<file path="config.mk">
export PLATFORM = sky130hd
export DESIGN_NAME = regfile_arbiter
export DESIGN_NICKNAME = d
export VERILOG_FILES = /design/src/rtl/regfile_arbiter.sv
export SDC_FILE = /design/constraint.sdc
export NUM_CORES = 1
export LEC_CHECK = 0
export ABC_AREA = 0
export CAP_MARGIN = 20
export CORE_AREA = 3 3 62 64
export DETAILED_ROUTE_END_ITERATION = 6
export DIE_AREA = 0 0 65 67
export DONT_BUFFER_PORTS = 1
export PLACE_DENSITY_LB_ADDON = 0.2
export SLEW_MARGIN = 20
export SYNTH_ARGS = -nofsm -noshare
export SYNTH_HDL_FRONTEND = slang
export SYNTH_SLANG_ARGS = --single-unit
</file>
<file path="constraint.sdc">
create_clock -name CLK -period 1.9 [get_ports CLK]
set_input_delay 0.38 -clock CLK [delete_from_list [all_inputs] [get_ports CLK]]
set_output_delay 0.38 -clock CLK [all_outputs]
set_load 0.02 [all_outputs]
</file>
<file path="src/rtl/regfile_arbiter.sv">
`default_nettype none
// ---------------------------------------------------------------------------
// regfile_arbiter: shares a single-port register file between requesters A and B
// with round-robin/fixed-priority arbitration and a read-return timeout. rev 1.0
// ---------------------------------------------------------------------------
module regfile_arbiter #(
  parameter int Width   = 8,
  parameter int Depth   = 16,
  parameter int TIMEOUT = 15
) (
  input  logic                     CLK,
  input  logic                     RST,
  input  logic                     Prio_Mode,
  input  logic                     A_Req,
  input  logic                     B_Req,
  input  logic                     A_Wr,
  input  logic                     B_Wr,
  input  logic [$clog2(Depth)-1:0] A_Addr,
  input  logic [$clog2(Depth)-1:0] B_Addr,
  input  logic [Width-1:0]         A_Wr_D,
  input  logic [Width-1:0]         B_Wr_D,
  output logic                     A_Gnt,
  output logic                     B_Gnt,
  output logic [Width-1:0]         A_Rd_D,
  output logic [Width-1:0]         B_Rd_D,
  output logic                     A_Rd_D_VLD,
  output logic                     B_Rd_D_VLD,
  output logic                     WrEn,
  output logic                     RdEn,
  output logic [$clog2(Depth)-1:0] Addr,
  output logic [Width-1:0]         Wr_D,
  input  logic [Width-1:0]         Rd_D,
  input  logic                     Rd_D_VLD,
  output logic                     Timeout_Err
);

  localparam int         AW          = $clog2(Depth);
  localparam logic [7:0] TIMEOUT_CNT = 8'(TIMEOUT);

  typedef enum logic [1:0] {
    IDLE      = 2'd0,
    WRITE     = 2'd1,
    READ_WAIT = 2'd2
  } state_t;

  state_t           state, state_nx;
  logic             owner_b, owner_b_nx;   // 1 = in-flight transaction belongs to B
  logic             last_b, last_b_nx;     // 1 = B was granted most recently
  logic [7:0]       tmo_cnt, tmo_cnt_nx;
  logic [7:0]       tmo_inc;
  logic             wr_en_nx, rd_en_nx, a_gnt_nx, b_gnt_nx;
  logic             a_vld_nx, b_vld_nx, tmo_err_nx;
  logic [AW-1:0]    addr_nx;
  logic [Width-1:0] wr_d_nx, a_rd_d_nx, b_rd_d_nx;
  logic             win_b, win_wr;

  assign tmo_inc = tmo_cnt + 8'd1;

  always_comb begin
    state_nx   = state;
    owner_b_nx = owner_b;
    last_b_nx  = last_b;
    tmo_cnt_nx = tmo_cnt;
    wr_en_nx   = 1'b0;
    rd_en_nx   = 1'b0;
    a_gnt_nx   = 1'b0;
    b_gnt_nx   = 1'b0;
    a_vld_nx   = 1'b0;
    b_vld_nx   = 1'b0;
    tmo_err_nx = 1'b0;
    addr_nx    = Addr;
    wr_d_nx    = Wr_D;
    a_rd_d_nx  = A_Rd_D;
    b_rd_d_nx  = B_Rd_D;
    win_b      = 1'b0;
    win_wr     = 1'b0;

    case (state)
      IDLE: begin
        if (A_Req || B_Req) begin
          // A tie goes to A in fixed mode, otherwise to whoever was not granted last.
          if (A_Req && B_Req) win_b = Prio_Mode ? 1'b0 : ~last_b;
          else                win_b = B_Req;
          win_wr     = win_b ? B_Wr : A_Wr;
          addr_nx    = win_b ? B_Addr : A_Addr;
          wr_d_nx    = win_b ? B_Wr_D : A_Wr_D;
          owner_b_nx = win_b;
          last_b_nx  = win_b;
          a_gnt_nx   = ~win_b;
          b_gnt_nx   = win_b;
          wr_en_nx   = win_wr;
          rd_en_nx   = ~win_wr;
          tmo_cnt_nx = 8'd0;
          state_nx   = win_wr ? WRITE : READ_WAIT;
        end
      end

      WRITE: begin
        state_nx = IDLE;
      end

      READ_WAIT: begin
        if (Rd_D_VLD) begin
          if (owner_b) begin
            b_rd_d_nx = Rd_D;
            b_vld_nx  = 1'b1;
          end else begin
            a_rd_d_nx = Rd_D;
            a_vld_nx  = 1'b1;
          end
          state_nx = IDLE;
        end else begin
          tmo_cnt_nx = tmo_inc;
          if (tmo_inc == TIMEOUT_CNT) begin
            // Abort: hand the owner a zero word so it is never left waiting.
            tmo_err_nx = 1'b1;
            if (owner_b) begin
              b_rd_d_nx = '0;
              b_vld_nx  = 1'b1;
            end else begin
              a_rd_d_nx = '0;
              a_vld_nx  = 1'b1;
            end
            state_nx = IDLE;
          end
        end
      end

      default: begin
        state_nx = IDLE;
      end
    endcase
  end

  always_ff @(posedge CLK or posedge RST) begin
    if (RST) begin
      state       <= IDLE;
      owner_b     <= 1'b0;
      last_b      <= 1'b1;
      tmo_cnt     <= 8'd0;
      WrEn        <= 1'b0;
      RdEn        <= 1'b0;
      A_Gnt       <= 1'b0;
      B_Gnt       <= 1'b0;
      A_Rd_D_VLD  <= 1'b0;
      B_Rd_D_VLD  <= 1'b0;
      Timeout_Err <= 1'b0;
      Addr        <= '0;
      Wr_D        <= '0;
      A_Rd_D      <= '0;
      B_Rd_D      <= '0;
    end else begin
      state       <= state_nx;
      owner_b     <= owner_b_nx;
      last_b      <= last_b_nx;
      tmo_cnt     <= tmo_cnt_nx;
      WrEn        <= wr_en_nx;
      RdEn        <= rd_en_nx;
      A_Gnt       <= a_gnt_nx;
      B_Gnt       <= b_gnt_nx;
      A_Rd_D_VLD  <= a_vld_nx;
      B_Rd_D_VLD  <= b_vld_nx;
      Timeout_Err <= tmo_err_nx;
      Addr        <= addr_nx;
      Wr_D        <= wr_d_nx;
      A_Rd_D      <= a_rd_d_nx;
      B_Rd_D      <= b_rd_d_nx;
    end
  end

endmodule
`default_nettype wire
</file>
### Yosys cells after proc, flatten, opt, wreduce, memory -nomap -nowiden

Cells that the tools add are included.
W data, S select, Z words.

* flip-flop bits (word level): 47
* output and inout port bits: 35
* ROM bits: 0
* bits in latches: 0
* RAM bits: 0
* memories: 0

* add/subtract/negate cells: 1
* reductions and logical operators: 10
* multipliers: 0
* shifts and indexed selects: 0
* mux-type cells: 42
* divide/modulo/power cells: 0
* equal/unequal tests: 5
* $lt $le $gt $ge: 0
* bitwise logic cells: 4

Operator list (number)
* $mux W8: 11
* $mux W1: 24
* $pmux W8 S2: 1
* $reduce_and A3 Y1: 3
* $add A8 B1 Y8 const B: 1
* $eq A8 B4 Y1 const B: 1
* $mux W2: 4
* $mux W4: 1
* $ne A2 B2 Y1 const B: 2
* $not A1 Y1: 4
* $pmux W2 S2: 1
* $reduce_and A2 Y1: 2
* $reduce_bool A2 Y1: 2
* $ne A3 B3 Y1 const B: 1
* $eq A2 B2 Y1 const B: 1
* $logic_not A2 Y1: 1
* $logic_and A1 B1 Y1: 1
* $logic_or A1 B1 Y1: 1

### Logic depth before layout (Yosys ltp)

* depth after elaboration: 9
* depth in mapped cells: 6
* gate-level depth less buffers: 6

### Worst setup path after synthesis

OpenSTA, ideal clock, no wires.

* path kind: register to register
* start: reg tmo_cnt[0]
* end: reg B_Rd_D[0]
* setup time: 121 ps
* setup slack: 165 ps
* arrival time: 1614 ps
* clock period less this slack: 1735 ps
* stages on the path, launching flop included: 7
* cell sequence: dfrtp_1 -> ha_1 -> xor2_1 -> nand3b_1 -> nor4_4 -> a41oi_4 -> a22o_1

* longest elaborated chain between the ends: 4

RTL lines
* start: declaration: RTL line 49 `logic [7:0] tmo_cnt, tmo_cnt_nx;`
* start signal: assignment: RTL line 156 `tmo_cnt <= tmo_cnt_nx;`
* $add A8 B1 Y8: RTL line 57 `assign tmo_inc = tmo_cnt + 8'd1;`
* $eq A8 B4 Y1: RTL line 114 `if (tmo_inc == TIMEOUT_CNT) begin`
* $reduce_bool A2 Y1 (no line)
* $reduce_and A3 Y1 (no line)
* end signal: assignment: RTL line 167 `B_Rd_D <= b_rd_d_nx;`
* end: declaration: RTL line 25 `output logic [Width-1:0] B_Rd_D,`

No other way between the ends.
A chain may end at the register's enable or synchronous reset.

### Worst setup path in the final report

* start: reg tmo_cnt[0]
* end: reg B_Rd_D[6]

Same word-level chain as after synthesis.

==> results.json <==
{
  "grt_pass1_wl_mm": 6.69,
  "first_global_vias": 1421,
  "synth_ff_type": "dfrtp_1",
  "fin_crit_sh_pct": 93.5,
  "drt_iter0_drc": 80,
  "clock.fmax_mhz": 563,
  "p_per_area_mw_per_mm2": 1470,
  "grt-ovfl-total": 0,
  "synth_edf_count": 0,
  "path_class": "reg -> reg",
  "end_kind": "flop",
  "fin_ws_ps": 123,
  "drc": 0,
  "required_ps": 2170,
  "rr_startpoint": "tmo_cnt[0]$_DFFE_PP0P_",
  "place_hpwl_mm": 3.04,
  "grt_max_degree": 48,
  "dieWidth_um": 65,
  "cellInternalPower_mw": 2.00,
  "rsz0062_at_grt": "no",
  "maxCapViolations": 0,
  "slew_headroom_pct": 63.5,
  "drive_gt1_share_pct": 16.4,
  "async_flop_share_pct": 100,
  "place_ws_ps": 12.7,
  "final_util_pct": 68.6,
  "tritoncts": "yes",
  "reg2regPathDepth": 8,
  "synth_cell_types": 32,
  "finalWirelength_mm": 4.51,
  "syn_to_final_growth_pct": 13.6,
  "avgViaCountPerCell": 6.02,
  "critPathLaunchType": "flop",
  "dr.pass1.iters": 4,
  "r2r_setup_slack_ps": 120,
  "switching_share_pct": 40.7,
  "status": "completed",
  "port_buffers": 0,
  "seq_area_mm2": 0.00118,
  "slew_viol_final": 0,
  "antenna_found_initial": 0,
  "yosysWarnings": 0,
  "synthesis.nets": 230,
  "ios": 75,
  "dieHeight_um": 67,
  "synth-seq-cells": 47,
  "post_dp_cell_area_mm2": 0.00211,
  "hp-class": "in -> async",
  "die_area_mm2": 0.00436,
  "syn-cell-area_mm2": 0.00201,
  "setup_viol": 0,
  "cts_buffers": 5,
  "setup_tns_ps": 0,
  "initial_core_util_pct": 60.4,
  "synth_cells": 188,
  "crit_fanout": 5,
  "worstMarginPinSlew_ps": 548,
  "cts-root-buf": "clkbuf_4",
  "syn_area_per_cell_um2": 10.7,
  "seq_area_frac_synth_pct": 58.4,
  "p_switching_mw": 1.37,
  "clock-sinks": 47,
  "via_count": 1487,
  "clk-insertion-delay-late_ps": 370,
  "period_needed_ps": 1780,
  "finalNetCount": 242,
  "multi_input_area_um2": 862,
  "power.leakage_nw": 1.08,
  "postRouteAntennaNets": 0,
  "track_usage_pct": 20.4,
  "fin_worst_skew_ps": 18.1,
  "arrival_ps": 2050,
  "vdd_drop_max_mv": 0.760,
  "n_antenna_cell": 0,
  "worstReg2RegEnd": "B_Rd_D[6]$_DFFE_PP0P_",
  "p_clk_share_pct": 18.9,
  "place_congestion": 0.742,
  "cts_max_path_buffers": 2,
  "comb_power_share_pct": 21.1,
  "path_clk_slew_ps": 140,
  "rows": 21,
  "fill_cells": 257,
  "fin_area_mm2": 0.00229,
  "avgRoutedWirePerCell_um": 18.3,
  "coreArea_mm2": 0.00334,
  "seq_power_share_pct": 60.0,
  "hold_viol": 0,
  "htreeDepth": 2
}
## cell usage after synthesis, types with 2 or more instances
cell type | count | area [um^2]
dfrtp_1 | 46 | 1150
nand3_1 | 26 | 130
and2_1 | 2 | 12.5
nand2b_1 | 2 | 12.5
inv_1 | 4 | 15.0
a21o_1 | 3 | 22.5
clkbuf_1 | 3 | 11.3
buf_1 | 2 | 7.51
xor2_1 | 3 | 26.3
nand2_1 | 37 | 139
ha_1 | 2 | 25.0
a22o_1 | 16 | 140
o21ai_0 | 12 | 60.1
nor2_1 | 12 | 45.0
## power groups by stage
stage               combinational, mW  clock, mW  sequential, mW
floorplan                       0.514          0            1.95
global placement                0.633          0            2.02
detailed placement              0.684          0            2.03
CTS                             0.697      0.648            2.02
global route                    0.804      0.691            2.07
finish                          0.710      0.638            2.02
## logic make-up (layout without fill, tap and decap cells)
| family | count (synthesis) | in the layout | synth area share, % |
|---|---|---|---|
| adders and majority gates | 2 | 2 | 1.24 |
| AOI/OAI and AO/OA | 36 | 37 | 14.3 |
| buffers and inverters | 11 | 23 | 2.30 |
| DFF | 47 | 47 | 58.4 |
| xor gates and xnor gates | 5 | 5 | 2.55 |
| muxes | 1 | 1 | 0.497 |
| and+or+nand+nor | 86 | 86 | 20.6 |
## worst max-delay path by stage
stage / cells after the start / start / slack [ps] / end
detailed placement: 6 / tmo_cnt[1]$_DFFE_PP0P_ / 10 / B_Rd_D[0]$_DFFE_PP0P_
global route: 7 / tmo_cnt[1]$_DFFE_PP0P_ / 10 / B_Rd_D[6]$_DFFE_PP0P_
CTS: 7 / tmo_cnt[1]$_DFFE_PP0P_ / 60 / B_Rd_D[0]$_DFFE_PP0P_
finish: 8 / tmo_cnt[0]$_DFFE_PP0P_ / 120 / B_Rd_D[6]$_DFFE_PP0P_
global placement: 6 / tmo_cnt[1]$_DFFE_PP0P_ / 100 / B_Rd_D[2]$_DFFE_PP0P_
floorplan: 6 / tmo_cnt[0]$_DFFE_PP0P_ / 170 / B_Rd_D[0]$_DFFE_PP0P_
## flip-flops by register name, indices dropped and copies added, names as in the netlist
signal       flops
RdEn             1
B_Rd_D_VLD       1
owner_b          1
A_Rd_D           8
Timeout_Err      1
state            2
Wr_D             8
tmo_cnt          8
B_Gnt            1
A_Rd_D_VLD       1
A_Gnt            1
Addr             4
B_Rd_D           8
WrEn             1
last_b           1
## repair_timing
action,CTS,global route
cloned,0,1
setup endpoints to repair,1,16
pin swaps,1,5
setup buffers,2,1
hold buffers,0,0
gates resized for setup,1,7
## final cells by class
type	instances	share of cell area [%]
flip-flops and latches	47	51.4
inverters	4	0.656
repair buffers	11	3.77
well taps	46	2.52
clock buffers	6	2.24
clock inverters	2	1.69
multi-input cells	131	37.7
## stage by stage
stage | power (mW) | instances | hold WS [ps]
final | 3.37 | 247 | 9.12
after global routing | 3.56 | 247 | 37.3
after CTS | 3.36 | 246 | 27.0
after detailed placement | 2.72 | 236 | 442
after global placement | 2.65 | 236 | 429
after floorplan | 2.46 | 188 | 467
## metal layers
layer / routed length [um] / track usage [%] / vias up
met1: 1740 / 24.9 / 746
met2: 2360 / 34.5 / 53
met4: 59 / 5.01 / 0
met5: 0 / 0 / -
li1: - / - / 682
met3: 348 / 7.42 / 6
## layout by cell type (no fill, tap or decap), types with 2 or more instances in the layout
master / count
a21o_1: 3
a22o_1: 16
and2_1: 2
buf_4: 10
clkbuf_4: 5
dfrtp_1: 46
inv_1: 3
nand2_1: 37
nand2b_1: 2
nand3_1: 25
nor2_1: 12
o21ai_0: 12
xor2_1: 2
## worst max-delay path: stages (launching register included)
cell and delay (ps):
dfrtp_1 440, buf_4 170, inv_1 60, ha_1 150, nand3b_1 130, nor4_4 170, buf_6 170, a41oi_4 160
a22o_1 240
Power figures use the tool's default switching activity.
